<file path="src/rtl/reg_scoreboard_pkg.sv">
// Shared constants and helpers for the register-hazard scoreboard.
// The optional macro SCOREBOARD_WB_BYPASS_EN is consumed by reg_scoreboard.sv.
package reg_scoreboard_pkg;

    localparam int REG_ADDR_W    = 5;
    localparam int NUM_ARCH_REGS = 32;
    localparam int SB_CNT_W      = 2;

    typedef logic [REG_ADDR_W-1:0] reg_addr_t;

    // r0 is hard-wired zero, so it never matches a tracked register.
    function automatic logic addr_match(input reg_addr_t a, input int unsigned idx);
        return (a != '0) && (a == reg_addr_t'(idx));
    endfunction

endpackage

</file>
<file path="src/rtl/reg_scoreboard_sb_counter.sv">
// One saturating up/down pending-writer counter.
// The net delta of the three inputs is applied in one step.
module sb_counter
    import reg_scoreboard_pkg::*;
#(
    parameter int CNT_W = SB_CNT_W
) (
    input  logic             clk,
    input  logic             reset,
    input  logic             inc,
    input  logic             dec_a,
    input  logic             dec_b,
    output logic [CNT_W-1:0] count,
    output logic             err
);

    logic [CNT_W-1:0] count_reg;
    logic [CNT_W-1:0] count_next;
    logic [1:0]       dec_amt;

    always_comb begin
        count_next = count_reg;
        err        = 1'b0;
        dec_amt    = 2'd0;
        if (inc && !dec_a && !dec_b) begin
            if (&count_reg)
                err = 1'b1;
            else
                count_next = count_reg + CNT_W'(1);
        end else begin
            // An increment cancels one decrement, so this never goes negative.
            dec_amt = {1'b0, dec_a} + {1'b0, dec_b} - {1'b0, inc};
            if ({{CNT_W{1'b0}}, dec_amt} > {2'b00, count_reg}) begin
                count_next = '0;
                err        = 1'b1;
            end else begin
                count_next = count_reg - CNT_W'(dec_amt);
            end
        end
    end

    always_ff @(posedge clk) begin
        if (reset)
            count_reg <= '0;
        else
            count_reg <= count_next;
    end

    assign count = count_reg;

endmodule

</file>
<file path="src/rtl/reg_scoreboard.sv">
// Register-hazard scoreboard beside ID: per-register pending writers and ID stall.
// Define SCOREBOARD_WB_BYPASS_EN to let a same-cycle WB retire clear a single-writer hazard.
module reg_scoreboard
    import reg_scoreboard_pkg::*;
#(
    parameter int NUM_REGS = NUM_ARCH_REGS,
    parameter int CNT_W    = SB_CNT_W
) (
    input  logic                  clk,
    input  logic                  reset,
    input  logic                  id_valid,
    input  logic [4:0]            id_raddr1,
    input  logic [4:0]            id_raddr2,
    input  logic [4:0]            id_waddr,
    input  logic                  id_fire,
    input  logic                  wb_retire,
    input  logic [4:0]            wb_waddr,
    input  logic                  kill_valid,
    input  logic [4:0]            kill_waddr,
    output logic                  id_stall,
    output logic [NUM_REGS-1:0]   pending_vec,
    output logic                  sb_overflow
);

    logic [CNT_W-1:0]    cnt     [1:NUM_REGS-1];
    logic [NUM_REGS-1:1] err_vec;
    logic [NUM_REGS-1:0] hit_vec;
    logic                sb_overflow_reg;

    assign hit_vec[0]     = 1'b0;
    assign pending_vec[0] = 1'b0;

    generate
        for (genvar gi = 1; gi < NUM_REGS; gi++) begin : g_reg
            logic nonzero;

            sb_counter #(.CNT_W(CNT_W)) u_cnt (
                .clk   (clk),
                .reset (reset),
                .inc   (id_fire    && addr_match(id_waddr,   gi)),
                .dec_a (wb_retire  && addr_match(wb_waddr,   gi)),
                .dec_b (kill_valid && addr_match(kill_waddr, gi)),
                .count (cnt[gi]),
                .err   (err_vec[gi])
            );

            assign nonzero         = (cnt[gi] != '0);
            assign pending_vec[gi] = nonzero;
`ifdef SCOREBOARD_WB_BYPASS_EN
            // Last outstanding writer commits now; regfile write-through supplies the value.
            assign hit_vec[gi] = nonzero &&
                                 !(wb_retire && addr_match(wb_waddr, gi) && (cnt[gi] == CNT_W'(1)));
`else
            assign hit_vec[gi] = nonzero;
`endif
        end
    endgenerate

    assign id_stall = id_valid && (hit_vec[id_raddr1] || hit_vec[id_raddr2]);

    // Issuing past a stall is a protocol error, flagged alongside counter saturation.
    always_ff @(posedge clk) begin
        if (reset)
            sb_overflow_reg <= 1'b0;
        else if ((|err_vec) || (id_fire && id_stall))
            sb_overflow_reg <= 1'b1;
    end

    assign sb_overflow = sb_overflow_reg;

endmodule
</file>
<file path="config.mk">
export PLATFORM = sky130hd
export DESIGN_NAME = reg_scoreboard
export DESIGN_NICKNAME = d
export VERILOG_FILES = /design/src/rtl/reg_scoreboard_pkg.sv /design/src/rtl/reg_scoreboard_sb_counter.sv /design/src/rtl/reg_scoreboard.sv
export SDC_FILE = /design/constraint.sdc
export NUM_CORES = 1
export LEC_CHECK = 0
export BUFFER_PORTS_ARGS = -buffer_cell sky130_fd_sc_hd__clkbuf_2
export CORE_UTILIZATION = 55
export DETAILED_ROUTE_END_ITERATION = 8
export MAX_ROUTING_LAYER = met4
export PLACE_DENSITY = 0.74
export SYNTH_ARGS = -nofsm -noshare
export SYNTH_HDL_FRONTEND = slang
export SYNTH_SLANG_ARGS = --single-unit
export TNS_END_PERCENT = 50
</file>
<file path="constraint.sdc">
create_clock -name clk -period 5.5 [get_ports clk]
set_input_delay 1.65 -clock clk [delete_from_list [all_inputs] [get_ports clk]]
set_output_delay 1.65 -clock clk [all_outputs]
set_load 0.02 [all_outputs]
</file>
; Yosys cells after proc, flatten, opt, wreduce, memory -nomap -nowiden
; Index checks and enable logic that the tools add are counted.
[word_totals]
regBits = 63
output_inout_bits = 34
wordCells = 883
in_bits = 31
[op_classes]
order_cmp = 33
eq_ne = 124
muxes = 190
addsub = 124
n_reduce_logical = 380
[op_table]
columns = op, n
row1 = logical AND 1 bit, 250
row2 = == test 5 bit (second input constant), 48
row3 = two-way mux 2 bit, 93
row4 = == test 5 x 4 -> 1 bit (second input constant), 24
row5 = two-way mux 1 bit, 95
row6 = adder 1 x 1 -> 2 bit, 31
row7 = adder 2 x 1 -> 2 bit (second input constant), 31
row8 = greater-than comparator 2 bit, 31
row9 = logical NOT 1 bit, 62
row10 = != test 2 bit (second input constant), 31
row11 = AND reduction 2 bit, 31
row12 = nonzero test 2 bit, 31
row13 = subtractor 2 x 1 -> 2 bit, 31
row14 = subtractor 2 bit, 31
row15 = == test 5 x 3 -> 1 bit (second input constant), 12
row16 = OR reduction 31 bit, 1
row17 = == test 5 x 2 -> 1 bit (second input constant), 6
row18 = == test 5 x 1 -> 1 bit (second input constant), 3
row19 = nonzero test 5 bit, 3
row20 = < comparator 5 x 6 -> 1 bit (second input constant), 2
row21 = binary-select mux 1 bit (select 5 bit), 2
row22 = logical OR 1 bit, 2

; Depth between registers and ports, before layout
[logic_depth]
depth_word = 10
mapped_depth = 15
ltp_nobuf = 14

; Hierarchy
; A second synthesis with hierarchy kept.
[hier_totals]
cells_unflattened = 985
area_unflattened_um2 = 8503.2
[by_module_without_submodules]
columns = module, cells_per_inst, area_per_inst_um2, seq_area_each_um2, instances
row1 = sb_counter, 22, 214.0, 40.0, 31
row2 = reg_scoreboard, 303, 1870.5, 20.0, 1

; Worst setup path after synthesis
; OpenSTA, ideal clock, no wires.
[synth_timing]
kind = input -> output
start = input id_raddr1[1]
end = output id_stall
t_arrival_ns = 3.260
stages = 5
required_ns = 3.850
path_slack_ns = 0.590
n_path_buf = 1
path_cell_list = clkbuf_1 > mux4_2 > mux4_2 > nand2b_1 > a31oi_1
[synth_between]
elab_chain_len = 4
[synth_lines]
columns = item, line_no
row1 = start: declaration, reg_scoreboard.sv:12  ; input logic [4:0] id_raddr1,
row2 = binary-select mux 1 bit (select 5 bit), reg_scoreboard.sv:59  ; assign id_stall = id_valid && (hit_vec[id_raddr1] || hit_vec[id_raddr2]);
row3 = two-way mux 1 bit (not written as such), reg_scoreboard.sv:59
row4 = logical OR 1 bit, reg_scoreboard.sv:59
row5 = logical AND 1 bit, reg_scoreboard.sv:59
row6 = end: declaration, reg_scoreboard.sv:20  ; output logic id_stall,
; No other way between the ends. The select of a mux whose other input is x is not followed.

; Worst setup path after layout
[layout_timing]
start = input id_raddr1[0]
end = output id_stall
; Same word-level chain as after synthesis.

==> impl_metrics.ini <==
[yosys]
ys_ff_latch = 63
ys_seq_area_frac = 0.144
yosys_warnings = 0
synth_edf_count = 0
synth_area_leader_cell = ha_1
synth_common_cells = nor2_1 (248), inv_1 (177), ha_1 (157)
synthArstFlopShare = 0
syn_nets = 1350
synth_top_area_frac = 0.225
avgSynthCellArea_um2 = 7.73
synth_flop_cell = dfxtp_1
ys_types = 59
yosys-top-cells-area = ha_1 (22%), dfxtp_1 (14%), nor2_1 (11%)
synth_area_mm2 = 0.00874
syn_inst = 1131
yosysMostFrequentCell = nor2_1

[power]
sw_frac_of_total = 0.340
clockPowerShare = 0.386
internal_power_w = 0.00101
p_comb_frac = 0.287
sequentialPowerShare = 0.327
leakagePower_nw = 4.86
powerDensity_mw_per_mm2 = 164
switching_power_w = 0.000522
vdd_ir_drop_max_mv = 0.142

[run]
cap_violations = 0

[clocking]
cts_buffers = 9
clock_path_buffers = 2
clk_latency_ns = 0.36
h-tree-depth = 3
cts.clk_slew.worst_paths_ns = 0.05
postCtsSetupRepairBufs = 0
hold_buffers = 0
cts-root-buf = clkbuf_16
cts.sink_count = 63
post_cts_resize_count = 0
cts_tree = built

[placed_design]
gp_congestion = 1.05
io_buffers = 63
dpl.hpwl_um = 20300
dpl.cell_count = 1356

[global_route]
grt_max_degree = 37
grt_pass1_vias = 7374
globalRoute.totalOverflow = 0
grt_usage = 0.325
antenna_found_initial = 1
grt_pass1_wl_um = 39000

[hold_path]
hold_depth = 4
holdCritPathClass = reg2reg
min_from = g_reg[13].u_cnt.count[1]
hold_end = g_reg[13].u_cnt.count[1]

[critical_path]
start_kind = primary input
crit_path_end_kind = output port
cp_max_fo = 9
critPathKind = in2out
r2r_slack_ns = 2.80
r2r_cells = 9
crit-reg2reg-launch = g_reg[5].u_cnt.count[0]
timing.rr.end = sb_overflow
worstPathArrival_ns = 3.41
cp.required_ns = 3.85

[timing]
max_freq_mhz = 198
hold_viol = 0
rsz0062_at_grt = no
final_max_slew_viol_count = 0
setup_viol = 0
layout_min_cycle_time_ns = 5.06
fin_setup_tns_ns = 0
relSlewSlack = 0.532
worst_pin_slew_ns = 0.695
fin_crit_sh = 0.919
fin_skew_ns = 0.0116

[floorplan]
io_pins = 65
die_area_mm2 = 0.0164
coreArea_mm2 = 0.0154
initial_core_util = 0.569
die_h_um = 128
rows = 45
die_w_um = 128

[finish]
area_growth_pct = 6.97
largest_reg_flops = 62
drive_above_1_share = 0.104
fin_cells = 1373
post-route-util = 0.608
final_nets = 1375

[detailed_routing]
wl_per_cell_um = 18.0
drcViolationCount = 0
routed_wl_um = 24700
ant_nets = 0
via_per_inst = 5.68
num_vias = 7794
drt-initial-drc-count = 619
drt_pre_antenna_iters = 5

[outcome]
outcome = finished clean
-- power by group through the flow --
stage / clock network, W / logic [W] / registers [W]
6_report: 0.000593 / 0.000442 / 0.000502
5_1_grt: 0.000618 / 0.000486 / 0.000505
4_1_cts: 0.000599 / 0.000437 / 0.000501
3_5_place_dp: 0 / 0.000432 / 0.000511
3_3_place_gp: 0 / 0.000426 / 0.000510
2_1_floorplan: 0 / 0.000328 / 0.000507
-- layout by cell type (no fill, tap or decap), types with 4 or more instances in the layout --
cell	instances
o2111ai_1	4
nor3_1	15
nor3b_1	4
nor2_1	248
nor2b_1	8
xor2_1	62
nand2_1	34
o21ai_0	11
dfxtp_1	63
a21oi_1	64
a2111oi_0	4
clkbuf_2	63
mux4_2	13
nand3_1	13
o21ai_1	17
buf_4	21
fa_1	31
nand4b_1	4
ha_1	157
nand2b_1	17
and3_1	4
o221ai_1	4
mux2i_1	37
o22ai_1	21
clkbuf_16	9
inv_1	177
-- through the flow --
stage / power (W) / hold slack, ns / setup slack [ns] / instance area [um^2]
final: 0.00154 / 0.648 / 0.443 / 9350
after global placement: 0.000936 / 0.628 / 0.243 / 9050
after floorplan: 0.000835 / 0.604 / 0.590 / 8740
after global routing: 0.00161 / 0.699 / 0.192 / 9350
after detailed placement: 0.000943 / 0.637 / 0.295 / 9050
after CTS: 0.00154 / 0.651 / 0.428 / 9350
-- how the worst max path moves through the flow --
| stage | startpoint | to | depth (start not counted) |
|---|---|---|---|
| floorplan | id_raddr1[1] | id_stall | 5 |
| global placement | id_waddr[3] | sb_overflow | 15 |
| detailed placement | wb_waddr[4] | sb_overflow | 15 |
| CTS | id_raddr1[0] | id_stall | 6 |
| global route | wb_waddr[4] | sb_overflow | 15 |
| finish | id_raddr1[0] | id_stall | 6 |
-- per-layer routing --
| metal | global-route usage | share of wire | vias up |
|---|---|---|---|
| met5 | - | 0 | - |
| met4 | 0.126 | 0.033 | 0 |
| met3 | 0.0576 | 0.080 | 60 |
| met2 | 0.517 | 0.45 | 300 |
| met1 | 0.410 | 0.44 | 3695 |
| li1 | - | - | 3739 |
-- kinds of logic (layout without fill, tap and decap cells) --
family,Yosys count,count (layout),synth area share
compound gates,148,148,0.104
simple gates,369,369,0.188
fa+ha+maj,188,188,0.296
buf+inv,247,277,0.124
flops,63,63,0.144
xor+xnor,62,62,0.0621
mux,53,53,0.0815
other cells,1,2,0.000429
-- layout make-up --
class                      instances  area (um^2)
antenna                            1         2.50
clock buffer                      13          250
clock inverter                     3         42.5
fill                            1404         6020
inverter                         177          664
multi-input combinational        821         6390
sequential                        63         1260
tap                              211          264
timing repair buffer              84          473
-- critical path, stage by stage --
cell,delay [ns]
clkbuf_2,0.26
mux4_2,0.54
mux4_2,0.46
nand2b_1,0.17
a31oi_1,0.13
clkbuf_2,0.19
Power figures use the tool's default switching activity.
